==> config.mk <==
export PLATFORM = sky130hd
export DESIGN_NAME = fetch_unit
export DESIGN_NICKNAME = d
export VERILOG_FILES = /design/src/rtl/fetch_unit_pkg.sv /design/src/rtl/fetch_buf.sv /design/src/rtl/fetch_unit.sv
export SDC_FILE = /design/constraint.sdc
export NUM_CORES = 1
export LEC_CHECK = 0
export CORE_MARGIN = 2
export CORE_UTILIZATION = 51
export DETAILED_ROUTE_END_ITERATION = 10
export PLACE_DENSITY = 0.86
export SLEW_MARGIN = 20
export SYNTH_ARGS = -nofsm -noshare
export SYNTH_HDL_FRONTEND = slang
export SYNTH_HIERARCHICAL = 1
export SYNTH_SLANG_ARGS = --single-unit
==> constraint.sdc <==
create_clock -name clk -period 5.1 [get_ports clk]
set_input_delay 0.765 -clock clk [delete_from_list [all_inputs] [get_ports clk]]
set_output_delay 0.765 -clock clk [all_outputs]
set_load 0.02 [all_outputs]
==> src/rtl/fetch_unit_pkg.sv <==
// -----------------------------------------------------------------------------
// fetch_unit_pkg
// Shared CPU definitions used by the fetch stage and the Q1/Q2 pipeline
// register: datapath width, the canonical NOP, the fetch FSM encoding, the
// fetch-buffer entry layout and a word-alignment helper.
// -----------------------------------------------------------------------------
package fetch_unit_pkg;

  localparam int XLEN = 32;

  // addi x0,x0,0 -- also the reset value of the Q1/Q2 instruction register.
  localparam logic [XLEN-1:0] NOP_INSTR = 32'h0000_0013;

  typedef enum logic [1:0] {
    FETCH_REQ   = 2'd0,  // ready to issue a request at fetch_pc
    FETCH_WAIT  = 2'd1,  // request accepted, response pending
    FETCH_DRAIN = 2'd2   // response pending but already invalidated by a redirect
  } fetch_state_e;

  typedef struct packed {
    logic [XLEN-1:0] instr;
    logic [XLEN-1:0] pc;
    logic [XLEN-1:0] pc_incr;
  } fetch_entry_t;

  // Instruction fetches are word aligned; the low address bits are dropped.
  function automatic logic [XLEN-1:0] word_align(input logic [XLEN-1:0] addr);
    return {addr[XLEN-1:2], 2'b00};
  endfunction

endpackage

==> src/rtl/fetch_buf.sv <==
// -----------------------------------------------------------------------------
// fetch_buf
// One-entry holding register between instruction memory and decode. Outputs
// come straight from the register. An empty entry drives NOP_INSTR while the
// PC fields keep their last values.
//
// Ports:
//   clk, rst      clock, asynchronous active-high reset
//   load_i        capture entry_i (a response for the current fetch)
//   flush_i       discard the entry (redirect); wins over load and consume
//   stall_i       decode not accepting; a valid entry is held
//   entry_i       {instr, pc, pc_incr} to capture
//   valid_o       entry holds a valid fetch
//   entry_o       current entry (instr = NOP_INSTR when !valid_o)
// -----------------------------------------------------------------------------
module fetch_buf #(
  parameter logic [fetch_unit_pkg::XLEN-1:0] NOP_INSTR = fetch_unit_pkg::NOP_INSTR
) (
  input  logic                        clk,
  input  logic                        rst,
  input  logic                        load_i,
  input  logic                        flush_i,
  input  logic                        stall_i,
  input  fetch_unit_pkg::fetch_entry_t entry_i,
  output logic                        valid_o,
  output fetch_unit_pkg::fetch_entry_t entry_o
);
  import fetch_unit_pkg::*;

  logic         valid_q, valid_d;
  fetch_entry_t entry_q, entry_d;
  logic         consume;

  // The entry leaves whenever decode takes it.
  assign consume = valid_q && !stall_i;

  always_comb begin
    // NOTE: every signal written here gets a default first, so no path can
    // leave it unassigned and infer a latch.
    valid_d = valid_q;
    entry_d = entry_q;
    if (flush_i) begin
      valid_d       = 1'b0;
      entry_d.instr = NOP_INSTR;
    end else if (load_i) begin
      valid_d = 1'b1;
      entry_d = entry_i;
    end else if (consume) begin
      valid_d       = 1'b0;
      entry_d.instr = NOP_INSTR;
    end
  end

  // NOTE: the single-entry register is control-visible output state, so it is
  // reset to a defined NOP/zero value rather than left uninitialised.
  always_ff @(posedge clk or posedge rst) begin
    if (rst) begin
      valid_q <= 1'b0;
      entry_q <= '{instr: NOP_INSTR, pc: '0, pc_incr: '0};
    end else begin
      // NOTE: sequential state uses non-blocking assignment so every register
      // samples pre-edge values regardless of statement order.
      valid_q <= valid_d;
      entry_q <= entry_d;
    end
  end

  assign valid_o = valid_q;
  assign entry_o = entry_q;

endmodule

==> src/rtl/fetch_unit.sv <==
// -----------------------------------------------------------------------------
// fetch_unit
// Q1 instruction fetch. Keeps the fetch PC, issues one word read at a time to
// instruction memory, and presents the fetched instruction with its PC and
// PC+4 to decode through a one-entry buffer. A redirect discards both the
// buffered instruction and any response still in flight.
//
// Ports:
//   clk, rst                   clock, asynchronous active-high reset
//   imem_req_valid/ready/addr  request channel (addr = fetch PC)
//   imem_rsp_valid/data        response channel, never backpressured
//   stall                      decode holding; outputs frozen
//   redirect, redirect_pc      taken branch/jump target
//   fetch_valid                outputs carry a valid fetch
//   instr_op, pc_op, pc_incr_op  instruction, its address, address + 4
// -----------------------------------------------------------------------------
module fetch_unit #(
  parameter logic [fetch_unit_pkg::XLEN-1:0] RESET_PC  = 32'h0000_0000,
  parameter logic [fetch_unit_pkg::XLEN-1:0] NOP_INSTR = fetch_unit_pkg::NOP_INSTR
) (
  input  logic                            clk,
  input  logic                            rst,
  output logic                            imem_req_valid,
  input  logic                            imem_req_ready,
  output logic [fetch_unit_pkg::XLEN-1:0] imem_req_addr,
  input  logic                            imem_rsp_valid,
  input  logic [fetch_unit_pkg::XLEN-1:0] imem_rsp_data,
  input  logic                            stall,
  input  logic                            redirect,
  input  logic [fetch_unit_pkg::XLEN-1:0] redirect_pc,
  output logic                            fetch_valid,
  output logic [fetch_unit_pkg::XLEN-1:0] instr_op,
  output logic [fetch_unit_pkg::XLEN-1:0] pc_op,
  output logic [fetch_unit_pkg::XLEN-1:0] pc_incr_op
);
  import fetch_unit_pkg::*;

  fetch_state_e    state_q, state_d;
  logic [XLEN-1:0] fetch_pc_q, fetch_pc_d;
  logic [XLEN-1:0] fetch_pc_incr;
  logic [XLEN-1:0] redirect_target;
  logic            buf_valid;
  logic            buf_load;
  logic            can_issue;
  logic            handshake;
  fetch_entry_t    load_entry, buf_entry;

  // Only issue when the buffer will be free by the time the response lands:
  // either it is empty or decode takes it this cycle. This is why a response
  // never meets a full buffer.
  assign can_issue       = !buf_valid || !stall;
  assign imem_req_valid  = !rst && (state_q == FETCH_REQ) && can_issue;
  assign imem_req_addr   = fetch_pc_q;
  assign handshake       = imem_req_valid && imem_req_ready;
  assign fetch_pc_incr   = fetch_pc_q + 32'd4;  // wraps modulo 2^32
  assign redirect_target = word_align(redirect_pc);
  assign load_entry      = '{instr: imem_rsp_data, pc: fetch_pc_q, pc_incr: fetch_pc_incr};

  always_comb begin
    state_d    = state_q;
    fetch_pc_d = fetch_pc_q;
    buf_load   = 1'b0;
    unique case (state_q)
      FETCH_REQ: begin
        if (redirect) begin
          fetch_pc_d = redirect_target;
          // An accepted request for the old PC must still have its response drained.
          if (handshake) state_d = FETCH_DRAIN;
        end else if (handshake) begin
          state_d = FETCH_WAIT;
        end
      end
      FETCH_WAIT: begin
        if (imem_rsp_valid) begin
          state_d = FETCH_REQ;
          if (redirect) begin
            fetch_pc_d = redirect_target;
          end else begin
            fetch_pc_d = fetch_pc_incr;
            buf_load   = 1'b1;
          end
        end else if (redirect) begin
          fetch_pc_d = redirect_target;
          state_d    = FETCH_DRAIN;
        end
      end
      FETCH_DRAIN: begin
        if (redirect)       fetch_pc_d = redirect_target;
        if (imem_rsp_valid) state_d    = FETCH_REQ;
      end
      default: state_d = FETCH_REQ;
    endcase
  end

  always_ff @(posedge clk or posedge rst) begin
    if (rst) begin
      state_q    <= FETCH_REQ;
      fetch_pc_q <= RESET_PC;
    end else begin
      state_q    <= state_d;
      fetch_pc_q <= fetch_pc_d;
    end
  end

  fetch_buf #(
    .NOP_INSTR (NOP_INSTR)
  ) u_fetch_buf (
    .clk     (clk),
    .rst     (rst),
    .load_i  (buf_load),
    .flush_i (redirect),
    .stall_i (stall),
    .entry_i (load_entry),
    .valid_o (buf_valid),
    .entry_o (buf_entry)
  );

  assign fetch_valid = buf_valid;
  assign instr_op    = buf_entry.instr;
  assign pc_op       = buf_entry.pc;
  assign pc_incr_op  = buf_entry.pc_incr;

endmodule

* Word-level counts from Yosys, hierarchy flattened
Cells that the tools add are included.
** Cells by class
- Equal/unequal tests :: 5
- Multiplexer cells :: 20
- Reductions and logical operators :: 14
- Add/subtract/negate cells :: 1
- Bitwise gates (word level) :: 1
** Operators by type and width (number)
- $mux 32 :: 6
- $pmux 32 s2 :: 1
- $add 32x3->32 const B :: 1
- $mux 2 :: 6
- $mux 1 :: 6
- $pmux 2 s3 :: 1
- $logic_and 1x1->1 :: 4
- $ne 2x2->1 const B :: 2
- $logic_not 1->1 :: 3
- $ne 3x3->1 const B :: 1
- $reduce_and 3->1 :: 1
- $reduce_bool 3->1 :: 1
- $eq 2x1->1 const B :: 1
- $eq 2x2->1 const B :: 1
- $logic_not 2->1 :: 1
- $reduce_and 2->1 :: 1
- $reduce_bool 2->1 :: 1
- $reduce_or 2->1 :: 1
- $logic_or 1x1->1 :: 1
- $not 1->1 :: 1
** Word-level totals
- Register bits after elaboration :: 131
- Output and inout bits :: 130

* Depth between registers and ports, before layout
Gate-level depths: netlist of the first run.
- Word-level depth :: 7
- Gate-level depth with buffers :: 10

* Cells and area by module
Netlist of the first run, hierarchy kept.
** By module, submodules not included
- fetch_buf :: cells each 284, times used 1, area an instance 4157.7 µm²
- fetch_unit :: cells each 293, times used 1, area an instance 2447.3 µm²

* Worst setup path before layout of the first run
Ideal clock, no wire load.
- Kind :: input port to output port
- From :: input stall
- To :: output imem_req_valid
- Data arrival time :: 1.968 ns
- Setup slack :: 2.367 ns
- Stages :: 1
- Buffers on the path :: 0
- Path through :: a2111oi_0
** On the way
- Cells in the longest elaborated chain, start to end :: 3
** Ends and longest elaborated chain
- start: declaration :: RTL line fetch_unit.sv:28 : input logic stall,
- $logic_not 1->1 :: RTL line fetch_unit.sv:51 : assign can_issue = !buf_valid || !stall;
- $logic_or 1x1->1 :: RTL line fetch_unit.sv:51
- $logic_and 1x1->1 :: RTL line fetch_unit.sv:52 : assign imem_req_valid = !rst && (state_q == FETCH_REQ) && can_issue;
- end: declaration :: RTL line fetch_unit.sv:23 : output logic imem_req_valid,
Every way passes these cells.

* Worst setup path after layout of the first run
Same ends and word-level chain as after synthesis.

==> run metrics, run 1 <==
worst supply voltage drop on vdd about 0.24 mV; Vias per Instance 5.778; detailed-route DRC error count 0; clock buffers created by TritonCTS 17; leak pwr 3.821 nW; via count of the first global-routing pass 5,650; Mapped Area roughly 6600 um^2; remaining max-slew budget at the tightest pin 0.3308; post-synthesis net count 648; Post-synth top flop sky130_fd_sc_hd__dfrtp_1; maximum number of pins on one net before global-route repair 70; flop2flop setup slack 1.93 ns; max-slew violations 0; critical path type primary input to primary output; initial standard-cell utilization of the core 0.5234; number of max-cap violations 0; post-route insts no fill 943; part of the Yosys area used for sequential elements 0.4969; Num Clock Sinks 131; portion of the clock cycle consumed by the worst path in the final layout 0.6513; wire per inst 20.14 um; vias 5,449; die area 13,880 um^2; number of post-CTS setup repair buffers 0; synthesis-to-finish area growth 37.75%; depth of the worst register-to-register path 6; result of the run complete, no violations; RSZ-0062 raised after global routing no; DIE WIDTH around 120 um; 1st-pass router iterations 6; number of resized instances in the post-cts repair step 0; flop and latch count out of synthesis 131; Util after Layout 0.7210; count of unique library cells instantiated by Yosys 55; Post-layout nets 829; min cycle time layout 3.322 ns; clock tree from TritonCTS done; actual slew at the worst max-slew pin 1.004 ns; Setup crit start kind primary input; # setup viols final 0; placer congestion estimate 0.8331; vertical extent of the die 117.8 um; initial DRC count 472; post-cts hold buffer count 0; Post-synth EDFFs 0; cell depth of the worst min-delay path 1; PwrDens between 300 and 400 nW/um^2; share of flip-flops with an asynchronous set or reset after synthesis 1.000; number of levels the H-tree was split into 4; startpoint of the most critical hold path u_fetch_buf/entry_o[35]; GRT Total Usage 0.2753; Worst Setup End Kind primary output; Cells after Synth 577; clock latency on the worst-skew pair 0.42 ns; Hold Path Class flip-flop to flip-flop; total of buffers placed on input and output ports 197; origin of the critical flop-to-flop path state_q[0]; half-perimeter wire length after placement 12,610 um; initial antenna violation count 0; number of antenna diodes 0; Synth warnings 6; FF/Latch Area roughly 3300 um^2; wirelength, routed 19,000 um; terminus of the critical flop-to-flop path u_fetch_buf/entry_o[33]; upper clock frequency limit 0.3011 GHz; DP Cell Count 911; buffer depth of the longest clock path 2; WP data arrival between 2 and 3 ns; worst clock skew on the final layout 0.005890 ns; combined area of the multi-input logic cells just under 3000 um^2; library cell used as clock root buffer sky130_fd_sc_hd__clkbuf_16; IO Count 200; Mean Syn Cell Area 11.45 um^2; remaining antenna violation count 0; total of fill cells in the finished design just under 900; final global-route overflow total 0; count of final hold-check violations 0; proportion of layout cells with a drive suffix above 1 0.1414; placeable core region 12,620 um^2; clock-pin slew on the worst setup and hold paths around 0.050 ns; required time of the critical path ~4.3 ns; post-route setup TNS 0 ns; Row Count 41; Worst Path Max Fanout 4; global-route wire length before repair roughly 30,000 um; hold path endpoint u_fetch_buf/entry_o[35]
-- worst max-delay path by stage --
stage / slack (ns) / to / from / depth (start not counted)
after global placement: 1.52 / u_fetch_buf/entry_o[33] / imem_rsp_valid / 7
after floorplan: 1.81 / u_fetch_buf/entry_o[0] / rst / 1
after global routing: 1.68 / imem_req_valid / stall / 3
after CTS: 1.85 / imem_req_valid / stall / 3
final: 1.78 / imem_req_valid / stall / 3
after detailed placement: 1.43 / u_fetch_buf/entry_o[33] / imem_rsp_valid / 7
-- area by class of cell --
class | count | share of cell area
Clock buffer | 28 | 0.05679
Clock inverter | 4 | 0.004950
Inverter | 9 | 0.003988
Multi-Input combinational cell | 395 | 0.3280
Sequential cell | 131 | 0.3607
Tap cell | 172 | 0.02365
Timing Repair Buffer | 204 | 0.2219
-- synth_stat cells, types with 8 or more instances --
master	n	area share
sky130_fd_sc_hd__dfrtp_1	128	0.48
sky130_fd_sc_hd__nand2_1	62	0.035
sky130_fd_sc_hd__mux2_4	60	0.14
sky130_fd_sc_hd__a21oi_1	53	0.040
sky130_fd_sc_hd__nand3b_1	31	0.035
sky130_fd_sc_hd__xnor2_1	20	0.027
sky130_fd_sc_hd__o21ai_0	19	0.014
sky130_fd_sc_hd__clkbuf_1	18	0.010
sky130_fd_sc_hd__nor2_1	16	0.0091
sky130_fd_sc_hd__nand3_1	14	0.011
sky130_fd_sc_hd__buf_2	11	0.0083
sky130_fd_sc_hd__o22ai_1	10	0.0095
sky130_fd_sc_hd__and2_1	9	0.0085
sky130_fd_sc_hd__inv_1	9	0.0051
sky130_fd_sc_hd__nand2b_1	9	0.0085
sky130_fd_sc_hd__nand4_1	8	0.0076
sky130_fd_sc_hd__nor3_1	8	0.0061
sky130_fd_sc_hd__xor2_1	8	0.011
-- power breakdown --
| group | internal (mW) | leakage (nW) | switching (mW) |
|---|---|---|---|
| Combinational | 0.556 | 1.84 | 0.461 |
| Clock | 0.733 | 0.278 | 0.429 |
| Sequential | 1.21 | 1.71 | 0.177 |
-- cell usage in the layout, fill, tap and decap left out, types with 4 or more instances in the layout --
cell type / n
sky130_fd_sc_hd__and3_1: 6
sky130_fd_sc_hd__o311ai_0: 6
sky130_fd_sc_hd__inv_1: 7
sky130_fd_sc_hd__nor2_1: 16
sky130_fd_sc_hd__o2bb2ai_1: 5
sky130_fd_sc_hd__nand3b_1: 31
sky130_fd_sc_hd__mux2_4: 60
sky130_fd_sc_hd__clkbuf_8: 5
sky130_fd_sc_hd__nand2_1: 62
sky130_fd_sc_hd__mux2_1: 4
sky130_fd_sc_hd__clkbuf_1: 6
sky130_fd_sc_hd__nor3_1: 8
sky130_fd_sc_hd__o22ai_1: 10
sky130_fd_sc_hd__buf_4: 7
sky130_fd_sc_hd__o21ai_0: 19
sky130_fd_sc_hd__nand2b_1: 8
sky130_fd_sc_hd__clkbuf_16: 17
sky130_fd_sc_hd__clkdlybuf4s50_1: 196
sky130_fd_sc_hd__a21oi_1: 53
sky130_fd_sc_hd__a21o_1: 4
sky130_fd_sc_hd__nor2b_1: 4
sky130_fd_sc_hd__nand4_1: 8
sky130_fd_sc_hd__nand3_1: 14
sky130_fd_sc_hd__xnor2_1: 20
sky130_fd_sc_hd__and2_1: 9
sky130_fd_sc_hd__xor2_1: 8
sky130_fd_sc_hd__dfrtp_1: 128
-- logic make-up (layout without fill, tap and decap cells) --
group	count (synthesis)	count (layout)	share of synthesized area
simple gates	182	182	0.1570
flops	131	131	0.4969
compound gates	119	119	0.1106
xor+xnor	28	28	0.03713
mux	65	65	0.1447
buf+inv	51	245	0.05171
fa+ha+maj	1	1	0.001894
-- per-layer routing --
metal / GRT usage / wire length [um] / vias up
met4: 0.1137 / 450 / 0
met5: 0 / 0 / -
met3: 0.06734 / 1225 / 42
met1: 0.3451 / 7616 / 2708
met2: 0.4568 / 9702 / 274
li1: - / - / 2425
-- worst max-delay path: stages --
cell,delay (ns)
sky130_fd_sc_hd__clkdlybuf4s50_1,0.46
sky130_fd_sc_hd__a2111oi_0,0.57
sky130_fd_sc_hd__clkdlybuf4s50_1,0.76
-- metrics by stage --
step	setup WS (ns)	power, mW	hold slack (ns)	instance area, um^2
after floorplan	1.806	1.911	0.4962	6605
after global placement	1.520	2.369	0.4699	8534
after detailed placement	1.427	2.403	0.4765	8534
after CTS	1.849	3.581	0.4883	9096
after global routing	1.675	3.702	0.5053	9099
final	1.778	3.564	0.4833	9099
-- flip-flops by register name (all words and copies together) (netlist names) --
name and cells:
imem_req_addr 32, state_q 2, u_fetch_buf/entry_o 96, u_fetch_buf/valid_o 1
Power figures use the tool's default switching activity.
==> run 2, diff against run 1 <==
--- a/config.mk
+++ b/config.mk
@@ -6,9 +6,9 @@
 export NUM_CORES = 1
 export LEC_CHECK = 0
 export CORE_MARGIN = 2
-export CORE_UTILIZATION = 51
+export CORE_UTILIZATION = 43
 export DETAILED_ROUTE_END_ITERATION = 10
-export PLACE_DENSITY = 0.86
+export PLACE_DENSITY = 0.77
 export SLEW_MARGIN = 20
 export SYNTH_ARGS = -nofsm -noshare
 export SYNTH_HDL_FRONTEND = slang
==> constraint.sdc (replaced) <==
create_clock -name clk -period 2.93 [get_ports clk]
set_input_delay 0.4395 -clock clk [delete_from_list [all_inputs] [get_ports clk]]
set_output_delay 0.4395 -clock clk [all_outputs]
set_load 0.02 [all_outputs]
==> run 2 against run 1 <==
Critical path depth is 1 higher. Highest routed layer unchanged. First-iteration DRC count shrank 23%. Combinational power increased by 77%. Clock skew up 0.0029 ns.
==> run metrics, run 2 (same netlist as run 1, synthesis figures left out) <==
result of the run complete, no violations; met1 track demand over resource 0.2838; Vias per Instance 5.496; WP data arrival between 2 and 2.5 ns; PwrDens 684.8 nW/um^2; via count of the first global-routing pass 5,402; critical path type primary input to primary output; Hold Path Class flip-flop to flip-flop; vertical extent of the die 127.9 um; GR Layer Usage met3 0.07763; placer congestion estimate 0.8480; vias between 5,000 and 6,000; 1st-pass router iterations 5; synthesis-to-finish area growth 40.67%; required time of the critical path around 2.5 ns; post-cts hold buffer count 0; Hold Slack 0.4904 ns; placeable core region 15,090 um^2; Num Clock Sinks 131; half-perimeter wire length after placement about 13,000 um; number of max-cap violations 0; number of levels the H-tree was split into 4; wirelength, routed 18,150 um; worst clock skew on the final layout roughly 0.0088 ns; number of post-CTS setup repair buffers 0; initial antenna violation count 0; leak pwr 3.889 nW; actual slew at the worst max-slew pin 0.7576 ns; most common library cell in the layout ignoring fill and taps sky130_fd_sc_hd__clkdlybuf4s50_1; post-route setup TNS 0 ns; GRT Total Usage 0.2250; Row Count 45; initial standard-cell utilization of the core 0.4377; detailed-route DRC error count 0; global-route wire length before repair 28,700 um; initial DRC count roughly 360; portion of the clock cycle consumed by the worst path in the final layout 0.8965; number of resized instances in the post-cts repair step 0; die area 16,370 um^2; Worst Path Max Fanout 4; met2 track utilization from global routing 0.3614; count of final hold-check violations 0; max-slew violations 0; Worst Setup End Kind primary output; proportion of layout cells with a drive suffix above 1 0.1588; commonest non-fill, non-tap cells in the layout sky130_fd_sc_hd__clkdlybuf4s50_1, sky130_fd_sc_hd__dfrtp_1, sky130_fd_sc_hd__nand2_1; clock buffers created by TritonCTS 17; clock-pin slew on the worst setup and hold paths 0.06 ns; maximum number of pins on one net before global-route repair around 90; RSZ-0062 raised after global routing no; final global-route overflow total 0; clock tree from TritonCTS done; clock latency on the worst-skew pair 0.42 ns; remaining antenna violation count 0; worst supply voltage drop on vdd ~0.37 mV; Design Power 6.363 mW; peak-usage layer in the global routing report met2; upper clock frequency limit 0.3807 GHz; flop2flop setup slack 0.42 ns; remaining max-slew budget at the tightest pin 0.4950; buffer depth of the longest clock path 2; min cycle time layout 2.627 ns; total of buffers placed on input and output ports 197; DIE WIDTH 127.9 um; # setup viols final 0; flip-flop count of the largest register, all copies and words added 96; number of antenna diodes 0; IO Count 200; Setup crit start kind primary input; Post-layout nets 839; library cell used as clock root buffer sky130_fd_sc_hd__clkbuf_16; wire per inst 18.73 um
-- run 2: cell count changes in the layout (fill, tap and decap cells not counted), sizes merged --
cell / previous run / this run
bufinv: 1 / 3
buf: 8 / 18
clkinv: 3 / 5
clkinvlp: 0 / 5
clkbuf: 28 / 19
-- run 2: path summary, 6_finish.rpt --
check,start,cells after the start,endpoint
worst min-delay path,u_fetch_buf/entry_o[34],1,u_fetch_buf/entry_o[34]
max in group asynchronous,rst,3,u_fetch_buf/entry_o[14]
worst min register to register,u_fetch_buf/entry_o[34],1,u_fetch_buf/entry_o[34]
worst max register to register,imem_req_addr[3],6,u_fetch_buf/entry_o[30]
worst max-delay path,stall,4,imem_req_valid
min in group asynchronous,rst,3,imem_req_addr[2]
-- run 2: per-stage QoR --
step           instance area [um^2]  setup WS (ns)    util  instances
2_1_floorplan                  6609         0.6618       -        577
3_3_place_gp                   8681         0.2923  0.5753        937
3_5_place_dp                   8681         0.3177  0.5753        937
4_1_cts                        9291         0.2868  0.6158        969
5_1_grt                        9291        0.08081  0.6158        969
6_report                       9291         0.3034  0.6158        969
-- run 2: report_power, final --
part | internal, mW | total [mW] | switching, mW | leakage (nW)
clock | 1.38 | 2.17 | 0.794 | 0.291
sequential | 2.10 | 2.38 | 0.281 | 1.71
combinational | 0.984 | 1.81 | 0.823 | 1.89
-- run 2: layout make-up --
cell class / count / area (um^2)
clock buffers: 19 / 452.9
clock inverters: 13 / 157.7
fillers: 1163 / 5798
inverters: 9 / 37.54
multi-input cells: 395 / 2982
flip-flops and latches: 131 / 3282
well taps: 188 / 235.2
repair buffers: 214 / 2145
-- run 2: metal layers --
layer | vias up | part of all wire
li1 | 2440 | -
met1 | 2596 | 0.42
met2 | 257 | 0.48
met3 | 33 | 0.088
met4 | 0 | 0.019
met5 | - | 0
-- run 2: worst max-delay path: stages --
cell,delay (ns)
sky130_fd_sc_hd__clkdlybuf4s50_1,0.51
sky130_fd_sc_hd__a2111oi_0,0.44
sky130_fd_sc_hd__buf_4,0.19
sky130_fd_sc_hd__clkdlybuf4s50_1,0.60
